File: src/rtl/sdram_port_arbiter.sv
// Shares the SDRAM driver's writer/reader command channels between the video-in writer
// and the video-out reader, granting whole aligned bursts with urgency and starvation control.
module sdram_port_arbiter #(
    parameter int unsigned ADDR_WIDTH = 24,
    parameter int unsigned DATA_WIDTH = 16,
    parameter int unsigned BURST_LEN  = 8,
    parameter int unsigned MAX_WAIT   = 64
) (
    input  logic                  axi_clk_i,
    input  logic                  axi_rst_ni,
    input  logic                  wr_valid_i,
    output logic                  wr_ready_o,
    input  logic [ADDR_WIDTH-1:0] wr_addr_i,
    input  logic [DATA_WIDTH-1:0] wr_data_i,
    input  logic                  rd_valid_i,
    output logic                  rd_ready_o,
    input  logic [ADDR_WIDTH-1:0] rd_addr_i,
    input  logic                  rd_urgent_i,
    output logic                  drv_wr_valid_o,
    input  logic                  drv_wr_ready_i,
    output logic [ADDR_WIDTH-1:0] drv_wr_addr_o,
    output logic [DATA_WIDTH-1:0] drv_wr_data_o,
    output logic                  drv_rd_valid_o,
    input  logic                  drv_rd_ready_i,
    output logic [ADDR_WIDTH-1:0] drv_rd_addr_o,
    output logic [1:0]            grant_o,
    output logic                  starve_o
);
    localparam int unsigned OFFS_W = $clog2(BURST_LEN);
    localparam int unsigned BEAT_W = $clog2(BURST_LEN + 1);
    localparam int unsigned WAIT_W = $clog2(MAX_WAIT + 1);
    localparam logic [BEAT_W-1:0] LAST_BEAT = BEAT_W'(BURST_LEN - 1);
    localparam logic [WAIT_W-1:0] WAIT_LIM  = WAIT_W'(MAX_WAIT);

    // Valid/ready: a beat moves on a channel only in a cycle where both valid and ready are high;
    // the granted requester must hold valid, addr and data stable until that cycle.
    typedef enum logic [1:0] {
        IDLE     = 2'b00,
        WR_BURST = 2'b01,
        RD_BURST = 2'b10
    } state_e;

    state_e              state_q, state_d;
    logic                starve_q, starve_d;
    logic                last_rd_q, last_rd_d;
    logic                wr_owed_q, wr_owed_d;
    logic                quiet_q, quiet_d;
    logic [BEAT_W-1:0]   beat_q, beat_d;
    logic [WAIT_W-1:0]   wr_wait_q, wr_wait_d;
    logic [WAIT_W-1:0]   rd_wait_q, rd_wait_d;

    logic                in_wr, in_rd;
    logic                cur_valid, cur_ready, beat_acc, burst_end;
    logic                wr_at_lim, rd_at_lim;
    logic [OFFS_W-1:0]   cur_offs;

    assign in_wr     = (state_q == WR_BURST);
    assign in_rd     = (state_q == RD_BURST);
    assign cur_valid = in_wr ? wr_valid_i : rd_valid_i;
    assign cur_ready = in_wr ? drv_wr_ready_i : drv_rd_ready_i;
    assign cur_offs  = in_wr ? wr_addr_i[OFFS_W-1:0] : rd_addr_i[OFFS_W-1:0];
    assign beat_acc  = (in_wr || in_rd) && cur_valid && cur_ready;
    assign wr_at_lim = (wr_wait_q == WAIT_LIM);
    assign rd_at_lim = (rd_wait_q == WAIT_LIM);

    assign drv_wr_valid_o = in_wr && wr_valid_i;
    assign wr_ready_o     = in_wr && drv_wr_ready_i;
    assign drv_wr_addr_o  = in_wr ? wr_addr_i : '0;
    assign drv_wr_data_o  = in_wr ? wr_data_i : '0;
    assign drv_rd_valid_o = in_rd && rd_valid_i;
    assign rd_ready_o     = in_rd && drv_rd_ready_i;
    assign drv_rd_addr_o  = in_rd ? rd_addr_i : '0;
    assign grant_o        = state_q;
    assign starve_o       = starve_q;

    always_comb begin
        state_d   = state_q;
        starve_d  = 1'b0;
        last_rd_d = last_rd_q;
        wr_owed_d = wr_owed_q;
        quiet_d   = quiet_q;
        beat_d    = beat_q;
        burst_end = 1'b0;

        wr_wait_d = (!wr_valid_i || in_wr) ? '0 : (wr_at_lim ? wr_wait_q : wr_wait_q + WAIT_W'(1));
        rd_wait_d = (!rd_valid_i || in_rd) ? '0 : (rd_at_lim ? rd_wait_q : rd_wait_q + WAIT_W'(1));
        if (!wr_valid_i || in_wr) wr_owed_d = 1'b0;

        case (state_q)
            IDLE: begin
                // A starved writer that lost to the reader is owed the very next grant, even over urgency.
                if (wr_owed_q && wr_valid_i) begin
                    state_d  = WR_BURST;
                    starve_d = 1'b1;
                end else if (rd_urgent_i && rd_valid_i) begin
                    state_d = RD_BURST;
                end else if (rd_at_lim && rd_valid_i) begin
                    state_d  = RD_BURST;
                    starve_d = 1'b1;
                end else if (wr_at_lim && wr_valid_i) begin
                    state_d  = WR_BURST;
                    starve_d = 1'b1;
                end else if (wr_valid_i && rd_valid_i) begin
                    state_d = last_rd_q ? WR_BURST : RD_BURST;
                end else if (wr_valid_i) begin
                    state_d = WR_BURST;
                end else if (rd_valid_i) begin
                    state_d = RD_BURST;
                end
                if (state_d == RD_BURST && wr_at_lim && wr_valid_i) wr_owed_d = 1'b1;
            end
            WR_BURST, RD_BURST: begin
                if (beat_acc) begin
                    beat_d    = beat_q + BEAT_W'(1);
                    quiet_d   = 1'b0;
                    burst_end = (beat_q == LAST_BEAT) || (&cur_offs);
                end else if (!cur_valid) begin
                    quiet_d   = 1'b1;
                    burst_end = quiet_q;
                end else begin
                    quiet_d = 1'b0;
                end
                if (burst_end) begin
                    state_d   = IDLE;
                    beat_d    = '0;
                    quiet_d   = 1'b0;
                    last_rd_d = in_rd;
                end
            end
            default: state_d = IDLE;
        endcase
    end

    always_ff @(posedge axi_clk_i or negedge axi_rst_ni) begin
        if (!axi_rst_ni) begin
            state_q   <= IDLE;
            starve_q  <= 1'b0;
            last_rd_q <= 1'b1;
            wr_owed_q <= 1'b0;
            quiet_q   <= 1'b0;
            beat_q    <= '0;
            wr_wait_q <= '0;
            rd_wait_q <= '0;
        end else begin
            state_q   <= state_d;
            starve_q  <= starve_d;
            last_rd_q <= last_rd_d;
            wr_owed_q <= wr_owed_d;
            quiet_q   <= quiet_d;
            beat_q    <= beat_d;
            wr_wait_q <= wr_wait_d;
            rd_wait_q <= rd_wait_d;
        end
    end

endmodule
File: config.mk
export PLATFORM = sky130hd
export DESIGN_NAME = sdram_port_arbiter
export DESIGN_NICKNAME = d
export VERILOG_FILES = /design/src/rtl/sdram_port_arbiter.sv
export SDC_FILE = /design/constraint.sdc
export NUM_CORES = 1
export LEC_CHECK = 0
export BUFFER_PORTS_ARGS = -buffer_cell sky130_fd_sc_hd__clkbuf_2
export CORE_MARGIN = 2
export CORE_UTILIZATION = 37
export DETAILED_ROUTE_END_ITERATION = 7
export PLACE_DENSITY_LB_ADDON = 0.08
export SLEW_MARGIN = 0
export SYNTH_ARGS = -nofsm -noshare
export SYNTH_HDL_FRONTEND = slang
export SYNTH_SLANG_ARGS = --single-unit
File: constraint.sdc
create_clock -name axi_clk_i -period 1.7 [get_ports axi_clk_i]
set_input_delay 0 -clock axi_clk_i [delete_from_list [all_inputs] [get_ports axi_clk_i]]
set_output_delay 0 -clock axi_clk_i [all_outputs]
set_load 0.05 [all_outputs]
=== Word level (Yosys, flattened, before mapping) ===
Index checks and enable logic that the tools add are counted.

* Eq/ne operators: 9
* Add/sub/neg operators: 3
* Reduce and logical (&&, ||, !) cells: 25
* Multiplexer cells: 37

{| class="wikitable"
|+ Operators by type and width
! operator !! number
|-
| $mux 24 || 2
|-
| $mux 7 || 4
|-
| $mux 2 || 10
|-
| $mux 1 || 16
|-
| $mux 16 || 1
|-
| $add 7x1->7 const B || 2
|-
| $eq 7x7->1 const B || 2
|-
| $logic_and 1x1->1 || 13
|-
| $mux 4 || 2
|-
| $add 4x1->4 const B || 1
|-
| $eq 2x2->1 const B || 2
|-
| $eq 4x3->1 const B || 1
|-
| $logic_or 1x1->1 || 4
|-
| $ne 2x1->1 const B || 2
|-
| $pmux 2 s2 || 1
|-
| $reduce_and 2->1 || 2
|-
| $mux 3 || 1
|-
| $reduce_and 3->1 || 1
|-
| $eq 2x1->1 const B || 1
|-
| $logic_not 1->1 || 2
|-
| $logic_not 2->1 || 1
|-
| $ne 2x2->1 const B || 1
|-
| $reduce_bool 2->1 || 1
|-
| $reduce_or 2->1 || 1
|}

* Logic and storage cells: 82
* Bits of input ports: 71
* Output and inout bits: 71
* Flip-flop bits (word level): 24

=== Depth between registers and ports, before layout ===
Gate-level depths: netlist of the first run.

* Depth in word-level cells: 13
* Gate-level depth with buffers: 7
* Mapped depth without buffers: 6

=== Worst setup path after synthesis of the first run ===
Ideal clock, no wire load.

* Path kind: flip-flop to flip-flop
* Start: reg state_q[1] (netlist: grant_o[1])
* End: reg state_q[0] (netlist: grant_o[0])
* Stages on the path, launching flop included: 7
* Required time: 1.572 ns
* Data arrival time: 2.086 ns
* Library setup time: 0.128 ns
* Buffers on the path: 0
* Setup slack: -0.514 ns
* Period minus slack after synthesis: 2.214 ns
* Cells stage by stage: dfrtp_1 inv_1 ha_1 mux2_4 and4_4 o31ai_4 mux2_1

* Word-level cells in the longest chain between the ends: 7
* Elaborated cells on any way between the ends: 17
* Those cells by class: eq/ne (3); mux (7); reduce/logical (7)

{| class="wikitable"
|+ RTL lines
! element !! line !! source
|-
| start, declared || 43 || <nowiki>state_e state_q, state_d;</nowiki>
|-
| start signal, assigned || 145 || <nowiki>state_q <= state_d;</nowiki>
|-
| $eq 2x1->1 or $eq 2x2->1 (tied branches) || 57, 89, 58 ||
|-
| $mux 3, or another cell as far along || 61 || <nowiki>assign cur_offs = in_wr ? wr_addr_i[OFFS_W-1:0] : rd_addr_i[OFFS_W-1:0];</nowiki>
|-
| $reduce_and 3->1 or $logic_and 1x1->1 (tied branches) || 116, 62 ||
|-
| $logic_or 1x1->1 or $logic_and 1x1->1 (tied branches) || 116, 62 ||
|-
| $mux 1 || 113 || <nowiki>if (beat_acc) begin</nowiki>
|-
| $mux 1 || 89 || <nowiki>case (state_q)</nowiki>
|-
| $ne 2x2->1 (no source line) || - ||
|}

Several ways; a longest one is shown, not always the timed one. The select of a mux whose other input is x is not followed.
A chain may end at the register's enable or synchronous reset.

=== Worst setup path after layout of the first run ===
Ends and elaborated chain as after synthesis.

==> qor.json, run 1 <==
{
  "drt_first_iter_violations": 57,
  "finalNonFillerCells": 447,
  "number_of_diodes_added_for_antenna_fixing": 0,
  "antenna_found_initial": 0,
  "maximum_clock_path_buffer_count": 2,
  "path_cells": "inv_2 > ha_4 > mux2_4 > and4_4 > o31ai_4 > mux2_4",
  "post-route-period-util_pct": 106,
  "die-width_um": 75.8,
  "netlist-cell-type-count": 46,
  "timing.hold.worst.class": "primary input to register",
  "worstMarginPinSlew_ns": 0.609,
  "initial_utilization_pct": 37.8,
  "mappedNetlistNets": 296,
  "routed-via-count": 2058,
  "power_leakage_nw": 1.67,
  "globalplace.congestion": 0.828,
  "row_count": 26,
  "synth_async_sr_flop_share_pct": 100,
  "number_of_enable_type_register_cells_in_the_synthesized_netlist": 0,
  "groute.usage.overall_pct": 17.0,
  "synth.area.mux_share_pct": 4.40,
  "max_freq_ghz": 0.554,
  "grt_max_degree": 41,
  "critPathCaptureType": "register",
  "cts_max_level": 1,
  "finalHoldViolCount": 0,
  "grt_remaining_overflow": 0,
  "cp.required_ns": 1.86,
  "clock_sinks": 24,
  "clock-root-buffer": "sky130_fd_sc_hd__clkbuf_8",
  "tritoncts": "yes",
  "die_height_um": 75.8,
  "ratio_of_total_power_to_cell_area_mw_per_mm2": 1350,
  "critical_path_arrival_ns": 1.97,
  "startpoint_kind_of_the_worst_setup_timing_path": "register",
  "fin_util_pct": 62.4,
  "simple_gate_area_share_of_the_yosys_netlist_pct": 39.4,
  "worst-path-max-fanout": 5,
  "final_net_count": 457,
  "number_of_pins_exceeding_their_max_slew_limit_in_the_final_report": 0,
  "routed_wire_length_per_instance_um": 11.9,
  "finClkSkew_ns": 0.00217,
  "worst_ir_drop_vdd_v": 0.000752,
  "cts_setup_buffers": 0,
  "tritoncts.num_buffers": 3,
  "drt_first_pass_iters": 4,
  "synth_seq_cells": 24,
  "slew_headroom_pct": 59.4,
  "mean_area_per_synthesized_cell_um2": 8.78,
  "power.share.switching_pct": 50.2,
  "layout-drive-gt1-share_pct": 49.9,
  "clkPwrFrac_pct": 12.0,
  "routed_wl_um": 5320,
  "complex_gate_fraction_of_the_synthesized_area_pct": 11.2,
  "clk-insertion-delay-late_ns": 0.27,
  "syn-instance-count": 217,
  "grt_setup_unrepaired": "true",
  "final_antenna_net_count": 0,
  "finalSetupViolations": 4,
  "layout_cell_area_excl_fill_mm2": 0.00315,
  "fp.coreArea_mm2": 0.00504,
  "final_critical_path_time_including_i_o_delays_and_setup_ns": 1.80,
  "grt_pass1_wl_um": 7600,
  "drc": 0,
  "layout.cells.most_common_list": "sky130_fd_sc_hd__clkbuf_2 (76), sky130_fd_sc_hd__and2_1 (68), sky130_fd_sc_hd__buf_4 (40)",
  "comb_power_share_pct": 69.8,
  "switchingPower_mw": 2.14,
  "io_pins": 142,
  "synth-warning-count": 0,
  "cell_with_the_most_instances_on_the_worst_path": "sky130_fd_sc_hd__mux2_4",
  "violations": "negative setup slack",
  "placed_cells_incl_taps": 442,
  "main_flop_type_after_synthesis": "sky130_fd_sc_hd__dfrtp_1",
  "hpwl_um": 4070,
  "port_buffers": 141,
  "critical_path.slowest_cell": "sky130_fd_sc_hd__dfrtp_2",
  "layout-area-overhead-vs-synth_pct": 65.1,
  "synth-xor-area-share_pct": 4.60,
  "timing.setup.critical_path_class": "register to register",
  "syn_area_mm2": 0.00191,
  "mostFrequentLayoutCell": "sky130_fd_sc_hd__clkbuf_2",
  "outcome": "finished, violations left",
  "grt_pass1_vias": 1874,
  "cell_area_after_placement_mm2": 0.00284,
  "synth_top_family_by_area": "simple AND/OR/NAND/NOR gates",
  "die_area_mm2": 0.00574,
  "power_report.internal_total_mw": 2.12,
  "clk_transition_reported_paths_ns": 0.09,
  "highest_cell_delay_on_the_worst_timing_path_ns": 0.41,
  "yosys.area_share.adder_pct": 5.25,
  "max_cap_violations": 0,
  "postLayoutSetupSlackWorst_ns": -0.104,
  "vias_per_cell": 4.60,
  "p_seq_share_pct": 18.2,
  "dpl_worst_slack_ns": -0.0794,
  "synth.yosys.seq_area_share_pct": 31.6
}
[power by group through the flow]
stage | combinational, mW | clock (mW) | sequential (mW)
global route | 3.18 | 0.554 | 0.792
finish | 2.97 | 0.511 | 0.773
floorplan | 1.88 | 0 | 0.854
CTS | 2.80 | 0.530 | 0.768
global placement | 2.68 | 0 | 0.775
detailed placement | 2.70 | 0 | 0.780
[synthesized netlist by cell type, types with 2 or more instances]
master	n	area share [%]
sky130_fd_sc_hd__ha_1	8	5.3
sky130_fd_sc_hd__clkbuf_1	6	1.2
sky130_fd_sc_hd__a22o_1	2	0.92
sky130_fd_sc_hd__xor2_1	8	3.7
sky130_fd_sc_hd__or2b_1	2	0.79
sky130_fd_sc_hd__a21o_1	2	0.79
sky130_fd_sc_hd__nor2_1	16	3.2
sky130_fd_sc_hd__mux2_4	2	1.6
sky130_fd_sc_hd__mux2_1	2	1.2
sky130_fd_sc_hd__and2b_1	2	0.79
sky130_fd_sc_hd__inv_1	10	2.0
sky130_fd_sc_hd__nand3_1	14	3.7
sky130_fd_sc_hd__a21oi_1	8	2.1
sky130_fd_sc_hd__o32ai_1	2	0.92
sky130_fd_sc_hd__and3_1	2	0.66
sky130_fd_sc_hd__nand2_1	7	1.4
sky130_fd_sc_hd__xnor2_1	2	0.92
sky130_fd_sc_hd__nor2b_1	3	0.99
sky130_fd_sc_hd__o21a_1	2	0.79
sky130_fd_sc_hd__dfrtp_1	23	30
sky130_fd_sc_hd__and2_1	68	22
sky130_fd_sc_hd__mux2i_1	2	1.1
[area by class of cell]
class	instances	area, um2
Inverter	10	37.5
Tap cell	70	87.6
Multi-Input combinational cell	176	1270
Timing Repair Buffer	163	1070
Sequential cell	24	604
Clock buffer	3	41.3
Clock inverter	1	30.0
Fill cell	432	1900
[cell families (layout without fill, tap and decap cells)]
kind of cell | count (synthesis) | after routing
AO/OA/AOI/OAI | 27 | 27
XOR/XNOR | 10 | 10
adder cells (fa/ha/maj) | 8 | 8
buffers and inverters | 17 | 177
flip-flops | 24 | 24
multiplexers | 7 | 7
AND/OR/NAND/NOR | 124 | 124
[layer usage]
metal / vias to the layer above / global-route usage, % / routed length, um
met5: - / 0 / 0
met4: 0 / 6.04 / 79
met3: 7 / 3.17 / 340
met2: 88 / 30.9 / 2780
met1: 919 / 19.6 / 2110
li1: 1044 / - / -
[critical path, delay by kind of cell, from the launching register on]
kind,cells,cell delay [ns]
fa+ha+maj,1,0.15
flops,1,0.41
buf+inv,1,0.07
compound gates,1,0.22
simple gates,1,0.17
mux,2,0.66
[worst paths after layout]
path | start | to | slack, ns | cells past startpoint
hold reg to reg | wr_wait_q[6] | wr_wait_q[6] | 0.55 | 2
setup reg to reg | grant_o[1] | grant_o[0] | -0.10 | 6
setup / recovery | grant_o[1] | grant_o[0] | -0.10 | 6
max in group asynchronous | axi_rst_ni | grant_o[0] | 1.02 | 2
min in group asynchronous | axi_rst_ni | starve_o | 0.25 | 2
hold / removal | wr_valid_i | wr_owed_q | 0.07 | 2
[registers in the layout, summed over array words and instances, names as in the netlist]
register   flops
starve_o       1
quiet_q        1
grant_o        2
wr_wait_q      7
beat_q         4
rd_wait_q      7
last_rd_q      1
wr_owed_q      1
[repair_timing]
action,4_1_cts,5_1_grt
gates resized for setup,25,123
hold buffers,1,0
hold endpoints to repair,23,0
setup endpoints to repair,64,72
[metrics by stage]
stage	total power, mW	hold slack [ns]	setup TNS [ns]
floorplan	2.73	-0.296	-1.19
global placement	3.46	0.0456	-0.109
detailed placement	3.48	0.0437	-0.149
CTS	4.10	0.0566	-0.237
global route	4.52	0.0733	-0.662
finish	4.26	0.0708	-0.311
(Power assumes the default switching activity.)
==> run 2, diff against run 1 <==
--- a/config.mk
+++ b/config.mk
@@ -10,6 +10,7 @@
 export CORE_UTILIZATION = 37
 export DETAILED_ROUTE_END_ITERATION = 7
 export PLACE_DENSITY_LB_ADDON = 0.08
+export REMOVE_ABC_BUFFERS = 1
 export SLEW_MARGIN = 0
 export SYNTH_ARGS = -nofsm -noshare
 export SYNTH_HDL_FRONTEND = slang
==> run 2 against run 1 <==
Compared with the run above:
- sequential share of layout area shrank 3.3 points
- register-to-register slack lost 0.02 ns
- via count grew 7.5%
- clock-buffer cell count is the same
- maximum frequency shrank 0.83%
- global-route usage grew 8.1 points
- critical path depth grew 1
- sequential cell count is the same
- clock skew grew 0.011 ns
- the flow still finishes with violations (negative setup slack)
- first-iteration DRC count grew 120%
==> qor.json, run 2 (same netlist as run 1, synthesis figures left out) <==
{
  "startpoint_kind_of_the_worst_setup_timing_path": "register",
  "die-width_um": 75.8,
  "clk_transition_reported_paths_ns": 0.10,
  "antenna_found_initial": 0,
  "critPathCaptureType": "register",
  "critical_path.slowest_cell": "sky130_fd_sc_hd__dfrtp_1",
  "top_layer": "met4",
  "vias_per_cell": 4.82,
  "mostFrequentLayoutCell": "sky130_fd_sc_hd__clkbuf_2",
  "routed_wl_um": 7320,
  "layout-area-overhead-vs-synth_pct": 98.0,
  "groute.usage.overall_pct": 25.0,
  "worst-path-max-fanout": 6,
  "io_pins": 142,
  "grt_setup_unrepaired": "true",
  "worst_ir_drop_vdd_v": 0.000708,
  "post-route-period-util_pct": 107,
  "finClkSkew_ns": 0.0136,
  "die_area_mm2": 0.00574,
  "grt_pass1_vias": 2191,
  "layout.cells.most_common_list": "sky130_fd_sc_hd__clkbuf_2 (88), sky130_fd_sc_hd__and2_1 (35), sky130_fd_sc_hd__and2_4 (34)",
  "wl_met2_um": 3870,
  "drt_first_pass_iters": 4,
  "tritoncts": "yes",
  "routed_wire_length_per_instance_um": 16.0,
  "timing.setup.critical_path_class": "register to register",
  "dr_wl_met3_um": 390,
  "met1Wirelength_um": 2910,
  "power.share.switching_pct": 46.9,
  "fin_util_pct": 74.8,
  "p_seq_share_pct": 14.8,
  "clk-insertion-delay-late_ns": 0.28,
  "cp.required_ns": 1.85,
  "grt_pass1_wl_um": 10800,
  "drt_first_iter_violations": 123,
  "clock_sinks": 24,
  "switchingPower_mw": 2.45,
  "timing.hold.worst.class": "primary input to register",
  "fp.coreArea_mm2": 0.00504,
  "number_of_pins_exceeding_their_max_slew_limit_in_the_final_report": 0,
  "routed-via-count": 2213,
  "number_of_diodes_added_for_antenna_fixing": 0,
  "power_report.internal_total_mw": 2.77,
  "grt_remaining_overflow": 0,
  "timing.critical_path.max_delay_family": "simple AND/OR/NAND/NOR gates",
  "layout-drive-gt1-share_pct": 62.0,
  "globalplace.congestion": 0.831,
  "highest_cell_delay_on_the_worst_timing_path_ns": 0.42,
  "placed_cells_incl_taps": 448,
  "max_cap_violations": 0,
  "power_leakage_nw": 1.90,
  "critical_path_arrival_ns": 1.96,
  "finalNonFillerCells": 459,
  "maximum_clock_path_buffer_count": 2,
  "sum_of_buffers_and_inverters_on_the_critical_path": 2,
  "finalSetupViolations": 7,
  "initial_utilization_pct": 37.8,
  "max_freq_ghz": 0.550,
  "ratio_of_total_power_to_cell_area_mw_per_mm2": 1380,
  "path_cells": "ha_4 > buf_6 > nand4b_1 > buf_4 > nand4_1 > nor2_2 > a221o_1",
  "clkPwrFrac_pct": 9.8,
  "biggestRegsByFlops": "rd_wait_q: 7 flops, wr_wait_q: 7 flops, beat_q: 4 flops",
  "die_height_um": 75.8,
  "tritoncts.num_buffers": 3,
  "violations": "negative setup slack",
  "finalHoldViolCount": 0,
  "port_buffers": 141,
  "drc": 0,
  "grt_max_degree": 25,
  "comb_power_share_pct": 75.4,
  "final_antenna_net_count": 0,
  "postLayoutSetupSlackWorst_ns": -0.119,
  "cts_max_level": 1,
  "dpl_worst_slack_ns": -0.244,
  "worstMarginPinSlew_ns": 0.627,
  "clock-root-buffer": "sky130_fd_sc_hd__clkbuf_8",
  "slew_headroom_pct": 58.2,
  "final_critical_path_time_including_i_o_delays_and_setup_ns": 1.82,
  "outcome": "finished, violations left",
  "hpwl_um": 5410,
  "row_count": 26,
  "final_net_count": 469
}
## run 2: cell count changes in the layout (fill, tap and decap cells not counted), sizes merged
cell	before	now
clkbuf	118	92
buf	47	85
## run 2: layout make-up
| type | count | area (um2) |
|---|---|---|
| clock buffer | 3 | 41.3 |
| fill | 373 | 1270 |
| sequential | 24 | 602 |
| timing repair buffer | 175 | 1550 |
| multi-input combinational | 176 | 1430 |
| clock inverter | 1 | 30.0 |
| inverter | 10 | 37.5 |
| tap | 70 | 87.6 |
## run 2: power groups by stage
stage	Clock (mW)	Combinational, mW	Sequential (mW)
finish	0.512	3.93	0.775
global placement	0	3.02	0.766
global route	0.548	4.12	0.788
CTS	0.520	3.57	0.774
floorplan	0	1.84	0.846
detailed placement	0	3.06	0.774
## run 2: worst register-to-register path: cells and delay by family, from the launching register on
kind	cells	cell delay (ns)
AOI/OAI and AO/OA	1	0.32
adders and majority gates	1	0.19
buffers and inverters	2	0.28
DFF	1	0.42
and+or+nand+nor	3	0.49
## run 2: what timing repair did
| item | in CTS | in global routing |
|---|---|---|
| pin swaps | 3 | 3 |
| resized for setup | 76 | 75 |
| setup endpoints to repair | 36 | 53 |
| hold buffers | 1 | 0 |
| hold endpoints to repair | 23 | 0 |
| gates cloned | 1 | 0 |
| setup buffers | 3 | 2 |
## run 2: final timing paths
check / from / to / slack [ns] / cells past startpoint
max reg2reg: grant_o[0] / beat_q[3] / -0.12 / 7
max in group asynchronous: axi_rst_ni / wr_wait_q[2] / 1.02 / 2
min in group asynchronous: axi_rst_ni / rd_wait_q[6] / 0.26 / 2
min: wr_valid_i / wr_owed_q / 0.07 / 2
max: grant_o[0] / beat_q[3] / -0.12 / 7
min reg2reg: wr_wait_q[6] / wr_wait_q[6] / 0.57 / 2
## run 2: per-stage QoR
stage / area (um2) / power (mW) / hold WS [ns] / TNS (ns)
final: 3770 / 5.22 / 0.0735 / -0.614
after global routing: 3770 / 5.46 / 0.0848 / -1.04
after CTS: 3620 / 4.87 / 0.0682 / -0.369
after detailed placement: 3190 / 3.83 / 0.0538 / -1.31
after global placement: 3190 / 3.78 / 0.0364 / -0.761
after floorplan: 1880 / 2.68 / -0.296 / -19.35
## run 2: per-layer routing
metal  global-route usage [%]  up-vias
met5                        0        -
met4                     6.04        0
met3                     5.82       21
met2                     44.7       86
met1                     30.2     1036
li1                         -     1070
